### config.mk
export PLATFORM = sky130hd
export DESIGN_NAME = stb_trace_readout
export DESIGN_NICKNAME = d
export VERILOG_FILES = /design/src/rtl/stb_trace_readout.sv
export SDC_FILE = /design/constraint.sdc
export NUM_CORES = 1
export LEC_CHECK = 0
export CORE_ASPECT_RATIO = 1.75
export CORE_MARGIN = 2
export CORE_UTILIZATION = 30
export DETAILED_ROUTE_END_ITERATION = 16
export HOLD_SLACK_MARGIN = 0.03
export PLACE_DENSITY = 0.61
export SYNTH_ARGS = -nofsm -noshare
export SYNTH_HDL_FRONTEND = slang
export SYNTH_SLANG_ARGS = --single-unit
### constraint.sdc
create_clock -name CLK_I -period 3.75 [get_ports CLK_I]
set_input_delay 1.125 -clock CLK_I [delete_from_list [all_inputs] [get_ports CLK_I]]
set_output_delay 1.125 -clock CLK_I [all_outputs]
set_load 0.02 [all_outputs]
### src/rtl/stb_trace_readout.sv
// Trace-buffer drain: after a trigger, reads every trace word oldest-first and streams it out LSB byte first.
// Optional 2-byte trigger header (event address, event bit position) enabled by defining STB_READOUT_HEADER_EN.
module stb_trace_readout #(
    parameter int TRB_WIDTH = 32,
    parameter int TRB_DEPTH = 64
) (
    input  logic                         CLK_I,
    input  logic                         RST_I,
    input  logic                         START_I,
    input  logic                         TRG_EVENT_I,
    input  logic [$clog2(TRB_DEPTH)-1:0] LAST_ADDR_I,
    input  logic [$clog2(TRB_DEPTH)-1:0] EVENT_ADDR_I,
    input  logic [$clog2(TRB_WIDTH)-1:0] EVENT_POS_I,
    output logic [$clog2(TRB_DEPTH)-1:0] READ_ADDR_O,
    input  logic [TRB_WIDTH-1:0]         DATA_I,
    output logic [7:0]                   TX_DATA_O,
    output logic                         TX_VALID_O,
    input  logic                         TX_READY_I,
    output logic                         BUSY_O,
    output logic                         DONE_O
);
    localparam int AW  = $clog2(TRB_DEPTH);
    localparam int PW  = $clog2(TRB_WIDTH);
    localparam int NB  = TRB_WIDTH / 8;
    localparam int BCW = (NB > 1) ? $clog2(NB) : 1;

    typedef enum logic [2:0] {S_IDLE, S_HDR, S_FETCH, S_LATCH, S_SEND, S_DONE} state_e;

    state_e               state_q, state_d;
    logic [AW-1:0]        rd_ptr_q, rd_ptr_d;
    logic [AW-1:0]        word_cnt_q, word_cnt_d;
    logic [BCW-1:0]       byte_cnt_q, byte_cnt_d;
    logic [TRB_WIDTH-1:0] shift_q, shift_d;
    logic                 done_q, done_d;

`ifdef STB_READOUT_HEADER_EN
    logic                 hdr_sel_q, hdr_sel_d;
    logic [AW-1:0]        evt_addr_q, evt_addr_d;
    logic [PW-1:0]        evt_pos_q, evt_pos_d;
`else
    logic                 unused_evt;
    assign unused_evt = ^{EVENT_ADDR_I, EVENT_POS_I};
`endif

    always_ff @(posedge CLK_I or posedge RST_I) begin
        if (RST_I) begin
            state_q    <= S_IDLE;
            rd_ptr_q   <= '0;
            word_cnt_q <= '0;
            byte_cnt_q <= '0;
            shift_q    <= '0;
            done_q     <= 1'b0;
`ifdef STB_READOUT_HEADER_EN
            hdr_sel_q  <= 1'b0;
            evt_addr_q <= '0;
            evt_pos_q  <= '0;
`endif
        end else begin
            state_q    <= state_d;
            rd_ptr_q   <= rd_ptr_d;
            word_cnt_q <= word_cnt_d;
            byte_cnt_q <= byte_cnt_d;
            shift_q    <= shift_d;
            done_q     <= done_d;
`ifdef STB_READOUT_HEADER_EN
            hdr_sel_q  <= hdr_sel_d;
            evt_addr_q <= evt_addr_d;
            evt_pos_q  <= evt_pos_d;
`endif
        end
    end

    always_comb begin
        state_d    = state_q;
        rd_ptr_d   = rd_ptr_q;
        word_cnt_d = word_cnt_q;
        byte_cnt_d = byte_cnt_q;
        shift_d    = shift_q;
        done_d     = done_q;
`ifdef STB_READOUT_HEADER_EN
        hdr_sel_d  = hdr_sel_q;
        evt_addr_d = evt_addr_q;
        evt_pos_d  = evt_pos_q;
`endif
        case (state_q)
            S_IDLE: begin
                if (START_I && TRG_EVENT_I) begin
                    // Oldest word sits just after the last one written (circular buffer).
                    rd_ptr_d   = LAST_ADDR_I + 1'b1;
                    word_cnt_d = '0;
                    done_d     = 1'b0;
`ifdef STB_READOUT_HEADER_EN
                    hdr_sel_d  = 1'b0;
                    evt_addr_d = EVENT_ADDR_I;
                    evt_pos_d  = EVENT_POS_I;
                    state_d    = S_HDR;
`else
                    state_d    = S_FETCH;
`endif
                end
            end
`ifdef STB_READOUT_HEADER_EN
            S_HDR: begin
                if (TX_READY_I) begin
                    if (hdr_sel_q) state_d = S_FETCH;
                    else           hdr_sel_d = 1'b1;
                end
            end
`endif
            S_FETCH: state_d = S_LATCH;
            S_LATCH: begin
                shift_d    = DATA_I;
                byte_cnt_d = BCW'(NB - 1);
                state_d    = S_SEND;
            end
            S_SEND: begin
                if (TX_READY_I) begin
                    shift_d = shift_q >> 8;
                    if (byte_cnt_q != '0) begin
                        byte_cnt_d = byte_cnt_q - 1'b1;
                    end else if (word_cnt_q == AW'(TRB_DEPTH - 1)) begin
                        done_d  = 1'b1;
                        state_d = S_DONE;
                    end else begin
                        word_cnt_d = word_cnt_q + 1'b1;
                        rd_ptr_d   = rd_ptr_q + 1'b1;
                        state_d    = S_FETCH;
                    end
                end
            end
            S_DONE:  state_d = S_IDLE;
            default: state_d = S_IDLE;
        endcase
    end

    // Valid depends on state only, so ready never reaches valid combinationally.
    always_comb begin
        TX_DATA_O  = 8'h00;
        TX_VALID_O = 1'b0;
        if (state_q == S_SEND) begin
            TX_DATA_O  = shift_q[7:0];
            TX_VALID_O = 1'b1;
        end
`ifdef STB_READOUT_HEADER_EN
        if (state_q == S_HDR) begin
            TX_DATA_O  = hdr_sel_q ? 8'(evt_pos_q) : 8'(evt_addr_q);
            TX_VALID_O = 1'b1;
        end
`endif
    end

    assign READ_ADDR_O = rd_ptr_q;
    assign BUSY_O      = (state_q != S_IDLE) && (state_q != S_DONE);
    assign DONE_O      = done_q;

endmodule

After elaboration in Yosys (flattened, before gate mapping)
Cells that the tools add are included.
{"block": "op_classes", "div": 0, "mul": 0, "bitwise_logic": 0, "n_reduce_logical": 12, "mux": 27, "eq_ne": 11, "magnitude_cmp": 0, "shifts": 0, "add_sub_neg": 4}
{"op": "32-bit one-hot mux with 2 select lines", "n": 1}
{"op": "6-bit two-way mux", "n": 8}
{"op": "32-bit two-way mux", "n": 1}
{"op": "6-bit one-hot mux with 2 select lines", "n": 2}
{"op": "6-bit by 1-bit adder with 6-bit output, second input constant", "n": 3}
{"op": "3-bit two-way mux", "n": 4}
{"op": "2-bit inequality test, second input constant", "n": 6}
{"op": "3-bit one-hot mux with 4 select lines", "n": 1}
{"op": "5-bit AND reduction", "n": 2}
{"op": "8-bit two-way mux", "n": 1}
{"op": "3-bit by 2-bit == test with 1-bit output, second input constant", "n": 2}
{"op": "6-bit == test, second input constant", "n": 1}
{"op": "3-bit AND reduction", "n": 2}
{"op": "2-bit nonzero test", "n": 3}
{"op": "1-bit two-way mux", "n": 5}
{"op": "2-bit two-way mux", "n": 2}
{"op": "2-bit one-hot mux with 2 select lines", "n": 1}
{"op": "3-bit == test, second input constant", "n": 1}
{"op": "3-bit logical NOT", "n": 1}
{"op": "3-bit inequality test, second input constant", "n": 1}
{"op": "3-bit nonzero test", "n": 1}
{"op": "1-bit logical AND", "n": 2}
{"op": "1-bit one-hot mux with 2 select lines", "n": 1}
{"op": "2-bit AND reduction", "n": 1}
{"op": "2-bit by 1-bit subtractor with 2-bit output, second input constant", "n": 1}
{"block": "totals", "inputBits": 54, "register_bits": 50, "output_inout_bits": 17, "rom_bits": 0, "wordCells": 60, "latch_bits": 0, "memories": 0, "mem_bits_rw": 0}

Depth between registers and ports, before layout
{"block": "logic_depth", "depth_word": 5, "depth_mapped": 15, "ltp_nobuf": 11}

Least setup slack after synthesis
No wires, ideal clock.
{"block": "synth_timing", "path_type": "reg2out", "from": "register state_q[1]", "to": "output TX_DATA_O[3]", "path_stages_with_launch": 9, "n_path_buf": 4, "setup_slack_ps": 839, "t_arrival_ps": 1786, "path_cell_list": "dfrtp_1 -> or2_1 -> buf_6 -> or2_1 -> buf_6 -> clkinv_4 -> buf_8 -> buf_2 -> and2_1"}
{"block": "synth_between", "elab_chain_len": 2}
{"element": "start: declaration", "line": "29", "rtl": "state_e state_q, state_d;"}
{"element": "start signal: assignment", "line": "59", "rtl": "state_q <= state_d;"}
{"element": "3-bit == test", "line": "140", "rtl": "if (state_q == S_SEND) begin"}
{"element": "8-bit two-way mux", "line": "140"}
{"element": "end: declaration", "line": "16", "rtl": "output logic [7:0] TX_DATA_O,"}
No other way between the ends.

Final worst setup path
{"block": "layout_timing", "from": "register state_q[1]", "to": "output TX_DATA_O[1]"}
Same word-level chain as after synthesis.

==> impl_metrics.py <==
metrics = {
    "power_and_ir_drop": {
        "internal_power_uw": 1430,
        "power_leakage_uw": 0.00143,
        "clockPowerShare_pct": 23.7,
        "switching_share_pct": 33.7,
        "pwr-share-seq_pct": 41.9,
        "power.density_nw_per_um2": 628,
        "p_comb_share_pct": 34.5,
        "p_sw_uw": 727,
        "ir_worst_vdd_v": 0.000322,
    },
    "cts": {
        "cts_setup_buffers": 0,
        "cts.hold.buffers_added": 0,
        "insertion_delay_ps": 290,
        "cts.repair.resized": 0,
        "clk_pin_slew_ps": 60,
        "cts_tree": "done",
        "htree_levels": 2,
        "cts_buffer_depth": 2,
        "cts.sinks": 50,
        "cts_root_buffer": "clkbuf_16",
        "cts_buffers": 5,
    },
    "detailed_routing": {
        "detail-route-antenna-nets": 0,
        "avgRoutedWirePerCell_um": 13.1,
        "vias_per_cell": 4.62,
        "drtIter0Drc": 112,
        "routed_wl_mm": 5.67,
        "vias": 2001,
        "drc": 0,
        "first_pass_iters": 4,
    },
    "worst_setup_path": {
        "cp_data_arrival_time_ps": 2270,
        "worstSetupEndpointType": "primary output",
        "path_class": "reg -> out",
        "critPathLaunchType": "flip-flop",
        "rr_startpoint": "state_q[1]",
        "r2r_slack_ps": 1170,
        "r2r_end": "READ_ADDR_O[4]",
        "ff2ff_path_depth": 11,
        "critPathRequiredTime_ps": 2620,
        "worstPathMaxFanout": 16,
    },
    "sta": {
        "finalSetupViolations": 0,
        "rsz0062_at_grt": "no",
        "fmax_ghz": 0.295,
        "period_share_pct": 90.5,
        "fin_setup_tns_ps": 0,
        "max_slew.worst_pin.slew_ps": 524,
        "hold_slack_ps": 478,
        "slew-limit-headroom_pct": 65.0,
        "maxSlewViolCount": 0,
        "finalHoldViolCount": 0,
        "fin_crit_ps": 3390,
        "clock_skew_ps": 3.28,
    },
    "logic_synthesis": {
        "synthArstFlopShare_pct": 100,
        "yosysTopAreaCellShare_pct": 48.3,
        "synthMuxAreaShare_pct": 10.9,
        "syn_area_per_cell_um2": 10.0,
        "synth.area.top_cells": "dfrtp_1 48%, mux2i_1 10%, nand2_1 5.6%, o21ai_0 4.2%, a22o_1 3.0%",
        "yosysWarnings": 0,
        "synth_sequential_area_ratio_pct": 48.3,
        "netlist_instances": 259,
        "netlist-cell-type-count": 38,
        "yosys.area_share.xor_xnor_pct": 2.03,
        "syn_nets": 316,
        "yosysTopAreaCell": "dfrtp_1",
        "synth_compound_area_share_pct": 16.7,
        "synth_edf_count": 0,
        "synthSimpleGateAreaFrac_pct": 14.9,
        "ys_seq_elements": 50,
        "synthFlopType": "dfrtp_1",
        "synth_top_family_by_area": "compound AO/OA/AOI/OAI gates",
        "syn_area_um2": 2590,
        "synth_fa_ha_area_share_pct": 1.45,
    },
    "min_path": {
        "hold_depth": 2,
        "hold_end": "shift_q[4]",
        "min_path_type": "reg -> reg",
        "hold_path.startpoint": "shift_q[4]",
    },
    "global_routing": {
        "grt_overflow": 0,
        "grt_pass1_wl_mm": 9.44,
        "grt_util_all_layers_pct": 13.0,
        "first_global_vias": 1996,
        "antenna_found_initial": 0,
        "grt_max_degree": 57,
    },
    "layout": {
        "multi_input_area_um2": 1200,
        "syn_to_final_growth_pct": 32.4,
        "n_fill_cell": 859,
        "final_nets": 374,
        "drive_gt1_share_pct": 6.92,
        "diodes": 0,
        "regArea_um2": 1250,
        "stdcell_count": 433,
    },
    "floorplan": {
        "pin_count": 71,
        "start_util_pct": 31.0,
        "rows": 44,
        "dieArea_um2": 9430,
        "die_h_um": 127,
        "coreArea_um2": 8370,
        "die_w_um": 74.3,
    },
    "flow_run": {
        "drv_cap": 0,
    },
    "placed_design": {
        "place_inst": 425,
        "gp_congestion": 0.754,
        "hpwl_mm": 4.23,
        "numPortBuffers": 59,
    },
    "run_status": {
        "status": "finished, final reports clean",
    },
}
[synth_stat cells (all sizes together), types with 6 or more instances]
cell	number
dfrtp	50
nand2	39
o21ai	36
mux2i	27
buf	13
nand3	11
a22o	9
and2	9
a21oi	8
nor2	8
and3	6
inv	6
xnor2	6
[state kept, by name, indices dropped and copies added (netlist names)]
signal,count
byte_cnt_q,2
state_q,3
word_cnt_q,6
shift_q,32
READ_ADDR_O,6
DONE_O,1
[layer usage]
layer  share of wire (%)  wire length [um]  track usage [%]
met5                   0                 0                0
met4                 2.0               116             5.36
met3                 2.6               150             2.38
met2                  53              3000             23.1
met1                  42              2400             14.8
[power by group through the flow]
| stage | combinational (uW) | clock, uW | sequential [uW] |
|---|---|---|---|
| detailed placement | 754 | 0 | 913 |
| global route | 834 | 545 | 935 |
| finish | 743 | 510 | 903 |
| global placement | 737 | 0 | 905 |
| CTS | 755 | 527 | 905 |
| floorplan | 525 | 0 | 905 |
[metrics by stage]
| step | power (uW) | worst slack [ps] | util, % | cell area (um^2) |
|---|---|---|---|---|
| after floorplan | 1430 | 839 | - | 2590 |
| after global placement | 1640 | 654 | 39.0 | 3270 |
| after CTS | 2190 | 324 | 41.0 | 3430 |
| after global routing | 2320 | 246 | 41.0 | 3430 |
| final | 2160 | 357 | 41.0 | 3430 |
| after detailed placement | 1670 | 643 | 39.0 | 3270 |
[critical path, cell delays in order (launching register included)]
cell and delay, ps:
dfrtp_1 430, or2_1 350, or2_1 310, clkinv_4 140, and2_1 150, clkdlybuf4s50_1 590
[worst max path at each step]
stage	startpoint	end	slack, ps
6_report	state_q[1]	TX_DATA_O[1]	360
5_1_grt	state_q[1]	TX_DATA_O[0]	250
4_1_cts	state_q[1]	TX_DATA_O[1]	320
3_5_place_dp	state_q[1]	TX_DATA_O[1]	640
3_3_place_gp	state_q[1]	TX_DATA_O[1]	650
2_1_floorplan	state_q[1]	TX_DATA_O[3]	840
[kinds of logic after synthesis]
kind of cell | Yosys count
xor gates and xnor gates | 6
AOI/OAI and AO/OA | 67
DFF | 50
muxes | 28
adders and majority gates | 3
and+or+nand+nor | 83
buffers and inverters | 22
[area by class of cell]
| type | instances | area share (%) |
|---|---|---|
| Clock buffer | 6 | 3.76 |
| Clock inverter | 2 | 1.09 |
| Inverter | 7 | 0.911 |
| Multi-Input combinational cell | 187 | 34.9 |
| Sequential cell | 50 | 36.5 |
| Tap cell | 115 | 4.19 |
| Timing Repair Buffer | 66 | 18.7 |
[layout by cell type (no fill, tap or decap), drive strengths merged, types with 2 or more instances in the layout]
| cell type | count |
|---|---|
| nand2b | 2 |
| and3 | 6 |
| xnor2 | 6 |
| nand2 | 39 |
| clkbuf | 6 |
| buf | 7 |
| mux2i | 27 |
| a21oi | 8 |
| nand3 | 11 |
| a211oi | 3 |
| a2bb2oi | 2 |
| o21ai | 36 |
| and2 | 9 |
| nor3 | 3 |
| dfrtp | 50 |
| o22ai | 2 |
| inv | 6 |
| ha | 3 |
| a22o | 9 |
| clkdlybuf4s50 | 59 |
| or2 | 2 |
| nor2 | 8 |
(Power assumes the default switching activity.)
